$ cat config.mk
export PLATFORM = sky130hd
export DESIGN_NAME = lcd_rgb_timing
export DESIGN_NICKNAME = d
export VERILOG_FILES = /design/src/rtl/lcd_rgb_timing.sv
export SDC_FILE = /design/constraint.sdc
export NUM_CORES = 1
export LEC_CHECK = 0
export ABC_AREA = 1
export BUFFER_PORTS_ARGS = -buffer_cell sky130_fd_sc_hd__clkbuf_2
export CAP_MARGIN = 15
export CORE_MARGIN = 1
export CORE_UTILIZATION = 50
export CTS_CLUSTER_DIAMETER = 40
export DETAILED_ROUTE_END_ITERATION = 6
export GPL_TIMING_DRIVEN = 0
export PLACE_DENSITY = 0.74
export SLEW_MARGIN = 0
export SYNTH_ARGS = -nofsm -noshare
export SYNTH_HDL_FRONTEND = slang
export SYNTH_SLANG_ARGS = --single-unit
$ cat constraint.sdc
create_clock -name vid_clk -period 4.96 [get_ports vid_clk]
set_clock_uncertainty 0.15 [all_clocks]
set_input_delay 0.744 -clock vid_clk [delete_from_list [all_inputs] [get_ports vid_clk]]
set_output_delay 0.744 -clock vid_clk [all_outputs]
set_load 0.03 [all_outputs]
$ cat src/rtl/lcd_rgb_timing.sv
// Parallel-RGB LCD timing generator.
// Free-running H/V counters drive DE and the active-low syncs; a small
// WAIT/RUN machine frame-locks the incoming pixel stream to (0,0) and
// drops back to WAIT on underflow or a misplaced start-of-frame.
module lcd_rgb_timing #(
  parameter int H_ACTIVE = 800,
  parameter int H_FP     = 40,
  parameter int H_SYNC   = 48,
  parameter int H_BP     = 40,
  parameter int V_ACTIVE = 480,
  parameter int V_FP     = 13,
  parameter int V_SYNC   = 3,
  parameter int V_BP     = 29
) (
  input  logic        vid_clk,
  input  logic        reset,
  input  logic [23:0] pix_data,
  input  logic        pix_valid,
  input  logic        pix_sop,
  output logic        pix_ready,
  output logic [23:0] lcd_data,
  output logic        lcd_de,
  output logic        lcd_hs,
  output logic        lcd_vs,
  output logic        locked,
  output logic        underflow
);

  localparam int H_TOTAL = H_ACTIVE + H_FP + H_SYNC + H_BP;
  localparam int V_TOTAL = V_ACTIVE + V_FP + V_SYNC + V_BP;
  localparam int HW      = $clog2(H_TOTAL);
  localparam int VW      = $clog2(V_TOTAL);

  localparam logic [HW-1:0] H_LAST     = HW'(H_TOTAL - 1);
  localparam logic [HW-1:0] H_ACT_END  = HW'(H_ACTIVE);
  localparam logic [HW-1:0] H_SYNC_BEG = HW'(H_ACTIVE + H_FP);
  localparam logic [HW-1:0] H_SYNC_END = HW'(H_ACTIVE + H_FP + H_SYNC);
  localparam logic [VW-1:0] V_LAST     = VW'(V_TOTAL - 1);
  localparam logic [VW-1:0] V_ACT_END  = VW'(V_ACTIVE);
  localparam logic [VW-1:0] V_SYNC_BEG = VW'(V_ACTIVE + V_FP);
  localparam logic [VW-1:0] V_SYNC_END = VW'(V_ACTIVE + V_FP + V_SYNC);

  typedef enum logic {S_WAIT, S_RUN} state_t;

  state_t        r_state;
  state_t        w_state_nxt;
  logic [HW-1:0] r_h_cnt;
  logic [VW-1:0] r_v_cnt;
  logic [23:0]   r_lcd_data;
  logic          r_lcd_de;
  logic          r_lcd_hs;
  logic          r_lcd_vs;
  logic          r_underflow;

  logic w_h_active;
  logic w_v_active;
  logic w_active;
  logic w_h_sync;
  logic w_v_sync;
  logic w_origin;
  logic w_ready;
  logic w_accept;
  logic w_err;

  assign w_h_active = (r_h_cnt < H_ACT_END);
  assign w_v_active = (r_v_cnt < V_ACT_END);
  assign w_active   = w_h_active && w_v_active;
  assign w_h_sync   = (r_h_cnt >= H_SYNC_BEG) && (r_h_cnt < H_SYNC_END);
  assign w_v_sync   = (r_v_cnt >= V_SYNC_BEG) && (r_v_cnt < V_SYNC_END);
  assign w_origin   = (r_h_cnt == '0) && (r_v_cnt == '0);

  // Underflow (missing beat) or start-of-frame at any active slot but (0,0).
  assign w_err    = (r_state == S_RUN) && w_active &&
                    (!pix_valid || (pix_sop && !w_origin));
  assign w_accept = pix_valid && w_ready;

  // Raster counters free-run from reset independent of lock state.
  always_ff @(posedge vid_clk or posedge reset) begin
    if (reset) begin
      r_h_cnt <= '0;
      r_v_cnt <= '0;
    end else if (r_h_cnt == H_LAST) begin
      r_h_cnt <= '0;
      r_v_cnt <= (r_v_cnt == V_LAST) ? '0 : r_v_cnt + VW'(1);
    end else begin
      r_h_cnt <= r_h_cnt + HW'(1);
    end
  end

  // State register.
  always_ff @(posedge vid_clk or posedge reset) begin
    if (reset) r_state <= S_WAIT;
    else       r_state <= w_state_nxt;
  end

  // Next state: lock on consumed sop, fall back to WAIT on any stream error.
  always_comb begin
    w_state_nxt = r_state;
    if (r_state == S_WAIT) begin
      if (w_accept && pix_sop) w_state_nxt = S_RUN;
    end else begin
      if (w_err) w_state_nxt = S_WAIT;
    end
  end

  // Ready: WAIT flushes non-sop beats and holds a sop until (0,0); RUN takes
  // one beat per active slot but refuses a sop away from (0,0).
  always_comb begin
    w_ready = 1'b0;
    if (!reset) begin
      if (r_state == S_WAIT) w_ready = !pix_sop || w_origin;
      else                   w_ready = w_active && !(pix_sop && !w_origin);
    end
  end

  // Registered panel outputs; the sop beat consumed in WAIT is the first
  // displayed pixel, other WAIT beats are discarded.
  always_ff @(posedge vid_clk or posedge reset) begin
    if (reset) begin
      r_lcd_data  <= '0;
      r_lcd_de    <= 1'b0;
      r_lcd_hs    <= 1'b1;
      r_lcd_vs    <= 1'b1;
      r_underflow <= 1'b0;
    end else begin
      r_lcd_data  <= (w_accept && ((r_state == S_RUN) || pix_sop)) ? pix_data : '0;
      r_lcd_de    <= w_active;
      r_lcd_hs    <= !w_h_sync;
      r_lcd_vs    <= !w_v_sync;
      r_underflow <= w_err;
    end
  end

  assign pix_ready = w_ready;
  assign lcd_data  = r_lcd_data;
  assign lcd_de    = r_lcd_de;
  assign lcd_hs    = r_lcd_hs;
  assign lcd_vs    = r_lcd_vs;
  assign underflow = r_underflow;
  assign locked    = (r_state == S_RUN);

endmodule

==> flow_metrics.env <==
export IMPL_status="completed"
export IMPL_post_dp_cell_area_sq_um=2670
export IMPL_critPathLaunchType="register"
export IMPL_antennaDiodeCount=0
export IMPL_firstDrtPassIters=4
export IMPL_layout_nets=359
export IMPL_cts_sinks=49
export IMPL_fin_cells=378
export IMPL_timing_hold_violations_final=0
export IMPL_cts_tree="built"
export IMPL_ys_warn_count=0
export IMPL_p_total_mw=0.700
export IMPL_crit_fanout=7
export IMPL_wl_um=4040
export IMPL_pre_cts_slack_ns=2.25
export IMPL_routedWlPerCell_um=10.7
export IMPL_drcViolationCount=0
export IMPL_fmax_mhz=369
export IMPL_seq_area_frac_synth_pct=53.5
export IMPL_cts_setup_buffers=0
export IMPL_synth_top_family_by_area="simple AND/OR/NAND/NOR gates"
export IMPL_worst_r2r_path_depth=11
export IMPL_path_clk_slew_ns=0.10
export IMPL_timing_rr_start="r_v_cnt[0]"
export IMPL_synthSimpleGateAreaFrac_pct=26.0
export IMPL_rsz0062_at_grt="false"
export IMPL_synth_mux_area_share_pct=0
export IMPL_vias_per_cell=4.64
export IMPL_cp_top_family="flip-flops"
export IMPL_ys_top_cells_by_area="dfrtp_1 51%, inv_1 9.0%, nand2_1 6.0%"
export IMPL_criticalPathCategory="reg -> out"
export IMPL_cp_cell_sequence="inv_1 > ha_1 > nand2_1 > nor2_1 > nand3_1 > a21oi_1 > clkbuf_2"
export IMPL_crit_buf_inv=2
export IMPL_r2r_slack_ns=3.01
export IMPL_synth_compound_area_share_pct=4.90
export IMPL_start_util_pct=52.4
export IMPL_power_switching_mw=0.175
export IMPL_gp_congestion=0.930
export IMPL_ios=58
export IMPL_yosysTopAreaCellShare_pct=51.2
export IMPL_synth_distinct_cells=27
export IMPL_finalSetupViolCount=0
export IMPL_clockPowerShare_pct=34.3
export IMPL_swShare_pct=24.9
export IMPL_cts_hold_buffers=0
export IMPL_clock_latency_ns=0.30
export IMPL_die_area_sq_um=4870
export IMPL_syn_num_nets=294
export IMPL_first_iter_violations=89
export IMPL_yosysTopAreaCell="dfrtp_1"
export IMPL_syn_area_sq_um=2300
export IMPL_syn_to_final_growth_pct=20.2
export IMPL_max_cap_violations=0
export IMPL_antenna_found_initial=0
export IMPL_drtAntennaViolNets=0
export IMPL_syn_inst=260
export IMPL_slew_headroom_pct=67.3
export IMPL_rows=24
export IMPL_hold_path_class="in -> async"
export IMPL_grt_overflow=0
export IMPL_setup_ws_ns=2.25
export IMPL_crit_required_ns=4.07
export IMPL_pwr_share_seq_pct=57.9
export IMPL_fin_crit_sh_pct=54.6
export IMPL_worst_pin_slew_ns=0.489
export IMPL_dp_hpwl_um=3080
export IMPL_clock_path_buffers=2
export IMPL_cp_end_kind="output pin"
export IMPL_leakage_nw=1.54
export IMPL_numCtsBuffers=5
export IMPL_clockRootBuffer="clkbuf_8"
export IMPL_cp_data_arrival_time_ns=1.81
export IMPL_p_comb_share_pct=7.8
export IMPL_fin_tns_setup_ns=0
export IMPL_power_density_nw_per_um2=253
export IMPL_finalMaxSlewViolations=0
export IMPL_min_period_ns=2.71
export IMPL_dp_cells=370
export IMPL_grt_first_pass_wirelength_um=7110
export IMPL_core_area_sq_um=4380
export IMPL_crit_slowest_cell="dfrtp_1"
export IMPL_synth_adder_area_share_pct=3.27
export IMPL_avgSynthCellArea_sq_um=8.84
export IMPL_io_buffers=57
export IMPL_track_usage_pct=18.7
export IMPL_rr_endpoint="lcd_data[6]"
export IMPL_ys_ff_latch=49
export IMPL_drive_gt1_share_pct=31.0
export IMPL_synth_xor_area_share_pct=1.52
export IMPL_htreeDepth=2
export IMPL_grt_pass1_vias=1663
export IMPL_slowest_delay_ns=0.47
export IMPL_grt_max_degree=28
export IMPL_power_internal_mw=0.526
export IMPL_ir_drop_uv=247
export IMPL_die_h_um=69.8
export IMPL_vias=1753
export IMPL_die_width_um=69.8
export IMPL_cts_resized_gates=0
export IMPL_final_cell_area_sq_um=2760
-- power by group through the flow --
stage,logic (mW),registers [mW],clock network [mW]
global placement,0.0531,0.413,0
CTS,0.0560,0.406,0.250
detailed placement,0.0559,0.414,0
floorplan,0.0240,0.424,0
finish,0.0545,0.406,0.240
global route,0.0610,0.406,0.263
-- synth_stat cells, drive strengths merged --
cell type and instances:
o21ai 10, nor3b 1, or2 1, nand2 39, dfrtp 47, dfstp 2, inv 57, a2bb2oi 1
nor2 53, a21oi 7, a31oi 3, nand3 13, buf 3, xor2 3, nor3 7, ha 6
nand4 5, xnor2 1, clkbuf 1
-- state kept, by name, summed over array words and instances (netlist names) --
name / count
lcd_data: 24
lcd_de: 1
lcd_hs: 1
lcd_vs: 1
locked: 1
r_h_cnt: 10
r_v_cnt: 10
underflow: 1
-- worst max path at each step --
| stage | to | cells past startpoint | slack, ns | start |
|---|---|---|---|---|
| 2_1_floorplan | pix_ready | 3 | 1.45 | reset |
| 4_1_cts | pix_ready | 5 | 2.25 | reset |
| 3_5_place_dp | pix_ready | 5 | 2.25 | reset |
| 5_1_grt | pix_ready | 5 | 2.11 | reset |
| 3_3_place_gp | pix_ready | 5 | 1.06 | reset |
| 6_report | pix_ready | 7 | 2.25 | r_v_cnt[0] |
-- routing by layer --
metal | track usage (%) | vias to the layer above | share of wire, %
met2 | 30.1 | 53 | 47
met5 | 0 | - | 0
met4 | 8.44 | 0 | 1.6
met3 | 5.96 | 5 | 6.5
met1 | 22.8 | 774 | 45
li1 | - | 921 | -
-- worst reg2reg max path: cells and delay by family (launching register included) --
kind          cells  cell delay (ns)
simple gates      8             0.73
buf+inv           2             0.32
fa+ha+maj         1             0.21
flops             1             0.47
-- per-stage QoR --
step / hold slack, ns / util (%)
after CTS: 0.297 / 63.0
after floorplan: 0.295 / -
after global placement: 0.321 / 60.4
after global routing: 0.329 / 63.0
after detailed placement: 0.327 / 60.9
final: 0.284 / 63.0
-- cell type report --
class	instances	area (sq um)
fill	370	1620
sequential	49	1230
multi-input combinational	150	821
timing repair buffer	58	305
inverter	57	214
clock buffer	5	68.8
tap	52	65.1
buffer	4	35.0
clock inverter	3	25.0
-- layout by cell type (no fill, tap or decap), drive strengths merged --
| cell | Yosys | final |
|---|---|---|
| clkbuf | 1 | 63 |
| inv | 57 | 59 |
| nor2 | 53 | 53 |
| dfrtp | 47 | 47 |
| nand2 | 39 | 39 |
| nand3 | 13 | 13 |
| o21ai | 10 | 10 |
| nor3 | 7 | 7 |
| a21oi | 7 | 7 |
| ha | 6 | 6 |
| nand4 | 5 | 5 |
| buf | 3 | 4 |
| a31oi | 3 | 3 |
| xor2 | 3 | 3 |
| dfstp | 2 | 2 |
| or2 | 1 | 1 |
| nor3b | 1 | 1 |
| xnor2 | 1 | 1 |
| a2bb2oi | 1 | 1 |
| clkinvlp | 0 | 1 |
-- logic make-up (layout without fill, tap and decap cells) --
kind of cell,after synthesis,after routing
flops,49,49
simple gates,119,119
compound gates,21,21
fa+ha+maj,6,6
xor+xnor,4,4
buf+inv,61,127
Power figures use the tool's default switching activity.
